$ cat src/rtl/cdb_broadcaster.sv
// ============================================================================
// cdb_broadcaster : round-robin collector of functional-unit results that
//                   drives the registered common data bus {tag, data}.
// Revision 1.0 : initial release
// ============================================================================
`default_nettype none

module cdb_broadcaster #(
  parameter int NUM_SRC = 4,
  parameter int TAG_W   = 4,
  parameter int DATA_W  = 32,
  parameter int SRC_W   = 2
) (
  input  logic                      clk,
  input  logic                      rst_n,
  input  logic                      flush,
  input  logic [NUM_SRC-1:0]        src_valid,
  input  logic [NUM_SRC*TAG_W-1:0]  src_tag,
  input  logic [NUM_SRC*DATA_W-1:0] src_data,
  output logic [NUM_SRC-1:0]        src_ready,
  output logic                      cdb_valid,
  output logic [TAG_W-1:0]          cdb_tag,
  output logic [DATA_W-1:0]         cdb_data,
  output logic [SRC_W-1:0]          cdb_src,
  output logic                      err_tag0,
  output logic [15:0]               bcast_cnt
);

  localparam logic [SRC_W-1:0] LAST_IDX = SRC_W'(NUM_SRC - 1);

  // Holding entries
  logic [NUM_SRC-1:0]        occ_q, occ_d;
  logic [NUM_SRC*TAG_W-1:0]  hold_tag_q, hold_tag_d;
  logic [NUM_SRC*DATA_W-1:0] hold_data_q, hold_data_d;
  logic [SRC_W-1:0]          ptr_q, ptr_d;

  // Broadcast register and status
  logic                      cdb_valid_q, cdb_valid_d;
  logic [TAG_W-1:0]          cdb_tag_q, cdb_tag_d;
  logic [DATA_W-1:0]         cdb_data_q, cdb_data_d;
  logic [SRC_W-1:0]          cdb_src_q, cdb_src_d;
  logic                      err_tag0_q, err_tag0_d;
  logic [15:0]               bcast_cnt_q, bcast_cnt_d;

  // Arbitration and handshake
  logic [NUM_SRC-1:0]        hi_req;
  logic [NUM_SRC-1:0]        grant;
  logic                      gnt_valid;
  logic [SRC_W-1:0]          gnt_idx;
  logic [NUM_SRC-1:0]        tag_nz;
  logic [NUM_SRC-1:0]        accept;
  logic [TAG_W-1:0]          win_tag;
  logic [DATA_W-1:0]         win_data;

  // Round-robin: prefer the lowest occupied index at or above ptr, else wrap
  // to the lowest occupied index overall.
  always_comb begin
    hi_req    = '0;
    grant     = '0;
    gnt_valid = 1'b0;
    gnt_idx   = '0;
    for (int i = 0; i < NUM_SRC; i++) begin
      hi_req[i] = occ_q[i] && (i >= int'(ptr_q));
    end
    for (int i = 0; i < NUM_SRC; i++) begin
      if (!gnt_valid && hi_req[i]) begin
        gnt_valid = 1'b1;
        gnt_idx   = SRC_W'(i);
        grant[i]  = 1'b1;
      end
    end
    for (int i = 0; i < NUM_SRC; i++) begin
      if (!gnt_valid && occ_q[i]) begin
        gnt_valid = 1'b1;
        gnt_idx   = SRC_W'(i);
        grant[i]  = 1'b1;
      end
    end
  end

  // Winner payload via one-hot OR mux
  always_comb begin
    win_tag  = '0;
    win_data = '0;
    for (int i = 0; i < NUM_SRC; i++) begin
      if (grant[i]) begin
        win_tag  = win_tag  | hold_tag_q[i*TAG_W +: TAG_W];
        win_data = win_data | hold_data_q[i*DATA_W +: DATA_W];
      end
    end
  end

  // A granted entry frees its slot this edge, so the source may refill it.
  assign src_ready = ~{NUM_SRC{flush}} & (~occ_q | grant);

  always_comb begin
    tag_nz = '0;
    accept = '0;
    for (int i = 0; i < NUM_SRC; i++) begin
      tag_nz[i] = |src_tag[i*TAG_W +: TAG_W];
      accept[i] = src_valid[i] & src_ready[i];
    end
  end

  always_comb begin
    occ_d       = occ_q;
    hold_tag_d  = hold_tag_q;
    hold_data_d = hold_data_q;
    ptr_d       = ptr_q;
    cdb_valid_d = 1'b0;
    cdb_tag_d   = cdb_tag_q;
    cdb_data_d  = cdb_data_q;
    cdb_src_d   = cdb_src_q;
    bcast_cnt_d = bcast_cnt_q;
    // accept is already zero on a flush edge
    err_tag0_d  = err_tag0_q | (|(accept & ~tag_nz));

    if (flush) begin
      occ_d = '0;
      ptr_d = '0;
    end else begin
      occ_d = (occ_q & ~grant) | (accept & tag_nz);
      for (int i = 0; i < NUM_SRC; i++) begin
        if (accept[i] && tag_nz[i]) begin
          hold_tag_d[i*TAG_W +: TAG_W]    = src_tag[i*TAG_W +: TAG_W];
          hold_data_d[i*DATA_W +: DATA_W] = src_data[i*DATA_W +: DATA_W];
        end
      end
      if (gnt_valid) begin
        cdb_valid_d = 1'b1;
        cdb_tag_d   = win_tag;
        cdb_data_d  = win_data;
        cdb_src_d   = gnt_idx;
        ptr_d       = (gnt_idx == LAST_IDX) ? '0 : gnt_idx + SRC_W'(1);
        bcast_cnt_d = bcast_cnt_q + 16'd1;
      end
    end
  end

  always_ff @(posedge clk) begin
    if (!rst_n) begin
      occ_q       <= '0;
      hold_tag_q  <= '0;
      hold_data_q <= '0;
      ptr_q       <= '0;
      cdb_valid_q <= 1'b0;
      cdb_tag_q   <= '0;
      cdb_data_q  <= '0;
      cdb_src_q   <= '0;
      err_tag0_q  <= 1'b0;
      bcast_cnt_q <= '0;
    end else begin
      occ_q       <= occ_d;
      hold_tag_q  <= hold_tag_d;
      hold_data_q <= hold_data_d;
      ptr_q       <= ptr_d;
      cdb_valid_q <= cdb_valid_d;
      cdb_tag_q   <= cdb_tag_d;
      cdb_data_q  <= cdb_data_d;
      cdb_src_q   <= cdb_src_d;
      err_tag0_q  <= err_tag0_d;
      bcast_cnt_q <= bcast_cnt_d;
    end
  end

  assign cdb_valid = cdb_valid_q;
  assign cdb_tag   = cdb_tag_q;
  assign cdb_data  = cdb_data_q;
  assign cdb_src   = cdb_src_q;
  assign err_tag0  = err_tag0_q;
  assign bcast_cnt = bcast_cnt_q;

endmodule

`default_nettype wire

$ cat config.mk
export PLATFORM = sky130hd
export DESIGN_NAME = cdb_broadcaster
export DESIGN_NICKNAME = d
export VERILOG_FILES = /design/src/rtl/cdb_broadcaster.sv
export SDC_FILE = /design/constraint.sdc
export NUM_CORES = 1
export LEC_CHECK = 0
export ABC_AREA = 1
export CAP_MARGIN = 5
export CORE_AREA = 2 2 137 139
export DETAILED_ROUTE_END_ITERATION = 7
export DIE_AREA = 0 0 139 141
export HOLD_SLACK_MARGIN = 0.1
export PLACE_DENSITY = 0.78
export RECOVER_POWER = 50
export SYNTH_ARGS = -nofsm -noshare
export SYNTH_HDL_FRONTEND = slang
export SYNTH_SLANG_ARGS = --single-unit
$ cat constraint.sdc
create_clock -name clk -period 3.5 [get_ports clk]
set_input_delay 1.05 -clock clk [delete_from_list [all_inputs] [get_ports clk]]
set_output_delay 1.05 -clock clk [all_outputs]
set_load 0.02 [all_outputs]
==> out/metrics.yaml, run 1 <==
status:
  status: "complete, no violations"
yosys:
  synth-main-ff-cell: "dfxtp_1"
  synth_nets: 1450
  netlist_instances: 1298
  synth_compound_area_share_pct: 12.94
  synth_seq_cells: 206
  ys_types: 32
  synthMuxAreaShare_pct: 0
  synth_top_family_by_area: "simple AND/OR/NAND/NOR gates"
  synth-edff-count: 0
  yosys_warnings: 0
  synthAdderAreaFrac_pct: 0.1395
  synthArstFlopShare_pct: 0
  synth_area_mm2: 0.008966
  syn_area_per_cell_um2: 6.908
  synthXorXnorAreaFrac_pct: 1.075
  synth_simple_gate_area_share_pct: 31.09
  yosysSeqAreaShare_pct: 45.99
sta:
  finalWorstPathRequiredPeriod_ns: 3.431
  max_slew.worst_pin.slew_ns: 1.406
  setup_slack_ns: 0.06892
  setup_viol: 0
  drv_slew: 0
  rsz0062_at_grt: "no"
  timing.fmax_mhz: 291.5
  timing.final.crit_share_pct: 98.03
  hold_violations: 0
  skew_ns: 0.01705
  fin_setup_tns_ns: 0
  slew_headroom_pct: 6.293
layout:
  area_growth_pct: 31.89
  num-fill-cells: 1649
  multi_input_area_mm2: 0.004058
  drive_above_1_share_pct: 4.518
  nNetsFinal: 1624
  seqCellArea_mm2: 0.004124
global_route:
  grt_usage_pct: 25.97
  grt_start_max_net_pins: 142
  grt_pass1_vias: 8348
  grt_antenna_before_repair: 1
  grt_pass1_wl_um: 42050
  grt_overflow: 0
power_and_ir_drop:
  power_density_mw_per_mm2: 473.4
  p_leak_nw: 4.863
  vdd_ir_drop_max_v: 0.0003066
detailed_routing:
  drc: 0
  first_pass_iters: 5
  viasPerCell: 5.214
  wl_per_cell_um: 15.27
  drtIter0Drc: 647
  wl_um: 26230
  vias: 8957
  ant_nets: 0
worst_setup_path:
  crit_fanout: 5
  crit_type: "primary input to output port"
  required_ns: 2.45
  reg2reg_depth: 11
  endpoint_kind: "output port"
  ff2ff_setup_slack_ns: 0.56
  rr_endpoint: "hold_data_q[20]"
  r2r_start: "ptr_q[1]"
  cp_data_arrival_time_ns: 2.38
  worst_setup_path_start_kind: "primary input"
floorplan:
  core_mm2: 0.01827
  die_h_um: 141
  die_area_mm2: 0.01960
  start_util_pct: 49.08
  placementRows: 50
  ios: 211
  fp.dieW_um: 139
placement:
  post-place-ws_ns: 0.01544
  dp_hpwl_um: 16590
  io_buffers: 210
  gp_congestion: 0.8780
cts:
  clk_path_buf_depth: 3
  cts-root-buf: "clkbuf_16"
  clk_latency_ns: 0.50
  numCtsBuffers: 22
  post-cts-setup-buffers: 0
  htreeDepth: 1
  cts_tree: "built"
  cts.sinks: 206
  path_clk_slew_ns: 0.06
hold_path:
  min-delay-start: "hold_data_q[13]"
  holdPathEnd: "hold_data_q[13]"
  hp-class: "flop to flop"
  min_delay_path_depth: 2
run:
  maxCapViolCount: 0
==> state kept, by name (all words and copies together) (netlist names) <==
| name | count |
|---|---|
| bcast_cnt | 16 |
| cdb_data | 32 |
| cdb_src | 2 |
| cdb_tag | 4 |
| cdb_valid | 1 |
| err_tag0 | 1 |
| hold_data_q | 128 |
| hold_tag_q | 16 |
| occ_q | 4 |
| ptr_q | 2 |
==> synthesized netlist by cell type (all sizes together), types with 5 or more instances <==
library cell	instances	area [µm²]
nand4	48	321.6
nand2	344	1314
a22oi	6	45.04
o211ai	8	60.06
inv	107	404.1
xnor2	5	43.79
a21oi	131	655.6
o21ai	77	385.4
nor3	5	25.02
dfxtp	206	4124
xor2	6	52.55
clkbuf	38	142.6
nand3	43	240.2
buf	39	239.0
nor2	230	873.3
==> per-stage QoR <==
step | util [%] | cells | total power [mW] | area [µm²] | hold slack (ns)
6_report | 64.73 | 1718 | 5.598 | 11830 | 0.4441
5_1_grt | 64.73 | 1718 | 5.829 | 11830 | 0.4601
4_1_cts | 64.95 | 1717 | 5.634 | 11870 | 0.4451
3_5_place_dp | 61.36 | 1682 | 3.496 | 11210 | 0.4363
3_3_place_gp | 61.36 | 1682 | 3.479 | 11210 | 0.4322
2_1_floorplan | - | 1298 | 3.077 | 8966 | 0.4233
==> layout by cell type, fill, tap and decap left out, types with 2 or more instances in the layout <==
cell,count
dfxtp_1,206
a22oi_1,6
dlymetal6s2s_1,2
nand3_2,5
xor2_1,6
clkbuf_16,23
clkbuf_1,9
a21oi_1,131
xnor2_1,5
nor3_1,5
inv_2,8
nand4_1,47
nand2_2,2
nand3_1,38
clkdlybuf4s50_1,199
buf_12,6
dlygate4sd3_1,7
o21ai_0,75
o211ai_1,8
nand2_4,2
clkbuf_2,2
clkbuf_8,3
nand2_1,340
nor2_1,227
inv_1,99
buf_4,8
nor2_4,2
==> worst max-delay path, cell delays in order <==
cell             delay (ns)
clkdlybuf4s50_1        0.42
inv_1                  0.16
nand2_1                0.09
inv_2                  0.06
clkdlybuf4s50_1        0.60
==> how the worst max path moves through the flow <==
stage          start           end  slack [ns]  cells after the start
6_report       flush  src_ready[0]        0.07                      5
4_1_cts        flush  src_ready[1]       0.002                      5
3_3_place_gp   flush  src_ready[1]        0.03                      5
2_1_floorplan  flush  src_ready[1]        0.53                      5
3_5_place_dp   flush  src_ready[1]        0.02                      5
5_1_grt        flush  src_ready[0]       0.006                      5
==> cell families after synthesis <==
family,Yosys count
buffers and inverters,184
AOI/OAI and AO/OA,224
adders and majority gates,1
and+or+nand+nor,672
DFF,206
xor gates and xnor gates,11
==> power by group <==
part,leakage [nW],total (mW),switching [mW],internal (mW)
sequential,1.69,2.59,0.0835,2.50
clock,0.321,2.15,0.896,1.26
combinational,2.85,0.858,0.472,0.386
==> area by class of cell <==
| class | count | share of cell area [%] |
|---|---|---|
| flip-flops and latches | 206 | 34.87 |
| well taps | 234 | 2.476 |
| repair buffers | 227 | 19.36 |
| inverters | 107 | 3.396 |
| multi-input cells | 908 | 34.31 |
| clock buffers | 33 | 5.439 |
| clock inverters | 2 | 0.1164 |
| diodes | 1 | 0.02116 |
==> per-layer routing <==
metal / GRT usage [%] / vias to the layer above / share of wire [%]
li1: - / 4481 / -
met1: 35.10 / 4102 / 45
met2: 43.48 / 321 / 46
met5: 0 / - / 0
met3: 3.261 / 53 / 6.3
met4: 8.400 / 0 / 2.4
==> timing repair <==
item	4_1_cts	5_1_grt
hold buffers	0	0
endpoints found under the setup margin	0	2
resized for setup	0	2
No activity file was read; power rests on OpenSTA's default activity.
==> inputs of run 2 (changes only) <==
- ABC_AREA: 1 -> not set
- CORE_AREA: 2 2 137 139 -> 2 2 131 133
- DIE_AREA: 0 0 139 141 -> 0 0 133 135
- PLACE_DENSITY: 0.78 -> 0.79
- SLEW_MARGIN: not set -> 20
==> run 2 against run 1 <==
Non-clock buffer count up 14. Hold slack better by 0.0033 ns. Via count decreased by 15%. Clock skew fell by 0.0090 ns. Register-to-register slack worse by 0.10 ns. Highest routed layer unchanged.
==> out/metrics.yaml, run 2 <==
worst_setup_path:
  worst_setup_path_start_kind: "primary input"
  crit_fanout: 8
  crit_type: "primary input to output port"
  r2r_start: "occ_q[1]"
  cp_data_arrival_time_ns: 2.36
  endpoint_kind: "output port"
  required_ns: 2.45
  cp-startpoint: "flush"
cts:
  numCtsBuffers: 22
  cts.sinks: 206
  path_clk_slew_ns: 0.06
  htreeDepth: 1
  clk_path_buf_depth: 3
  cts_tree: "built"
  post-cts-setup-buffers: 0
  clk_latency_ns: 0.49
  cts-root-buf: "clkbuf_16"
detailed_routing:
  drc: 0
  wl_um: 23880
  ant_nets: 0
  first_pass_iters: 6
  vias: 7571
  drtIter0Drc: 722
  wl_per_cell_um: 17.81
  viasPerCell: 5.646
yosys:
  synth.largest_area_cell: "dfxtp_1"
  synthTopCellsByArea: "dfxtp_1 51%, mux2i_1 8.1%, a21oi_1 7.2%, nand2_1 5.4%, o21ai_0 4.8%"
  synthArstFlopShare_pct: 0
  yosysTopAreaCellShare_pct: 50.60
  synth_nets: 1070
  yosysSeqAreaShare_pct: 50.60
  synth_area_mm2: 0.008150
  synth-main-ff-cell: "dfxtp_1"
  yosys-top-cells-count: "206 x dfxtp_1, 118 x a21oi_1, 117 x nand2_1"
  yosys_warnings: 0
  ys_types: 48
  netlist_instances: 918
  synth-edff-count: 0
  synth_seq_cells: 206
  synthMostInstantiatedCell: "dfxtp_1"
  syn_area_per_cell_um2: 8.878
layout:
  nNetsFinal: 1258
  finalInstanceArea_mm2: 0.01113
  drive_above_1_share_pct: 6.250
  multi_input_area_mm2: 0.003647
  area_growth_pct: 36.57
  num-fill-cells: 1335
  largest_reg_flops: 128
  final_cell_mix: "205 x dfxtp_1, 194 x clkdlybuf4s50_1, 118 x a21oi_1"
  seqCellArea_mm2: 0.004125
  largest_register: "hold_data_q"
  final_common_cell: "dfxtp_1"
floorplan:
  die_h_um: 135
  fp.dieW_um: 133
  start_util_pct: 49.68
  core_mm2: 0.01641
  placementRows: 47
  ios: 211
  die_area_mm2: 0.01796
power_and_ir_drop:
  power_density_mw_per_mm2: 493.8
  power_frac_seq_pct: 45.9
  clockPowerShare_pct: 42.4
  switchingPower_mw: 1.286
  power_mw: 5.496
  switching_share_pct: 23.40
  power.internal_mw: 4.210
  p_comb_share_pct: 11.7
  p_leak_nw: 4.141
  vdd_ir_drop_max_v: 0.0003565
sta:
  skew_ns: 0.008019
  max_slew.worst_pin.slew_ns: 1.377
  rsz0062_at_grt: "no"
  finalWorstPathRequiredPeriod_ns: 3.413
  timing.fmax_mhz: 293.0
  drv_slew: 0
  setup_viol: 0
  hold_violations: 0
  slew_headroom_pct: 8.206
  setup_slack_ns: 0.08653
  timing.final.crit_share_pct: 97.53
global_route:
  grt_usage_pct: 25.65
  grt_pass1_vias: 7288
  grt_overflow: 0
  grt_pass1_wl_um: 37340
  grt_start_max_net_pins: 55
  grt_antenna_before_repair: 1
status:
  status: "complete, no violations"
placement:
  gp_congestion: 0.8707
  post-place-ws_ns: -0.01380
  dp_hpwl_um: 15800
  io_buffers: 210
  dpl_cell_area_mm2: 0.01044
hold_path:
  min-delay-start: "cdb_src[1]"
  hp-class: "flop to flop"
run:
  maxCapViolCount: 0
run 2: critical path, stage by stage:
cell             delay, ns
clkdlybuf4s50_1       0.52
a21oi_1               0.17
clkdlybuf4s50_1       0.62
run 2: metal layers:
metal  routed length [µm]  global-route usage [%]
met1                10000                   31.87
met2                11490                   45.62
met3                 1775                   4.242
met4                  609                   8.065
met5                    0                       0
run 2: area by class of cell:
cell class	instances	share of cell area, %
flip-flops and latches	206	37.06
clock buffers	33	5.868
repair buffers	241	20.77
inverters	10	0.3597
clock inverters	5	0.6745
well taps	220	2.473
diodes	1	0.02248
multi-input cells	625	32.77
run 2: stage by stage:
stage                     utilization (%)  cells  TNS [ns]  hold WS [ns]
final                               67.84   1341         0        0.4474
after global routing                67.84   1341         0        0.4682
after global placement              63.62   1302         0        0.4423
after detailed placement            63.62   1302  -0.01380        0.4484
after floorplan                         -    918         0        0.4360
after CTS                           68.06   1340         0        0.4553
run 2: final timing paths:
kind | cells past startpoint | to | slack, ns
max reg2reg | 7 | hold_tag_q[8] | 0.46
min | 2 | cdb_src[1] | 0.45
max | 3 | src_ready[2] | 0.09
min reg2reg | 2 | cdb_src[1] | 0.45
run 2: repair_timing:
| item | CTS | global route |
|---|---|---|
| gates resized for setup | 2 | 0 |
| hold buffers | 0 | 0 |
| setup endpoints to repair | 1 | 0 |
run 2: cells by family after synthesis:
group	count (synthesis)	share of synthesized area, %
buffers and inverters	87	5.066
adders and majority gates	1	0.1535
DFF	206	50.60
muxes	66	8.106
and+or+nand+nor	284	14.92
AOI/OAI and AO/OA	259	19.54
xor gates and xnor gates	15	1.612
run 2: power by group through the flow:
| stage | combinational (mW) | sequential [mW] | clock [mW] |
|---|---|---|---|
| final | 0.643 | 2.52 | 2.33 |
| after global routing | 0.695 | 2.53 | 2.45 |
| after CTS | 0.652 | 2.52 | 2.36 |
| after detailed placement | 0.648 | 2.57 | 0 |
| after global placement | 0.638 | 2.57 | 0 |
| after floorplan | 0.285 | 2.59 | 0 |
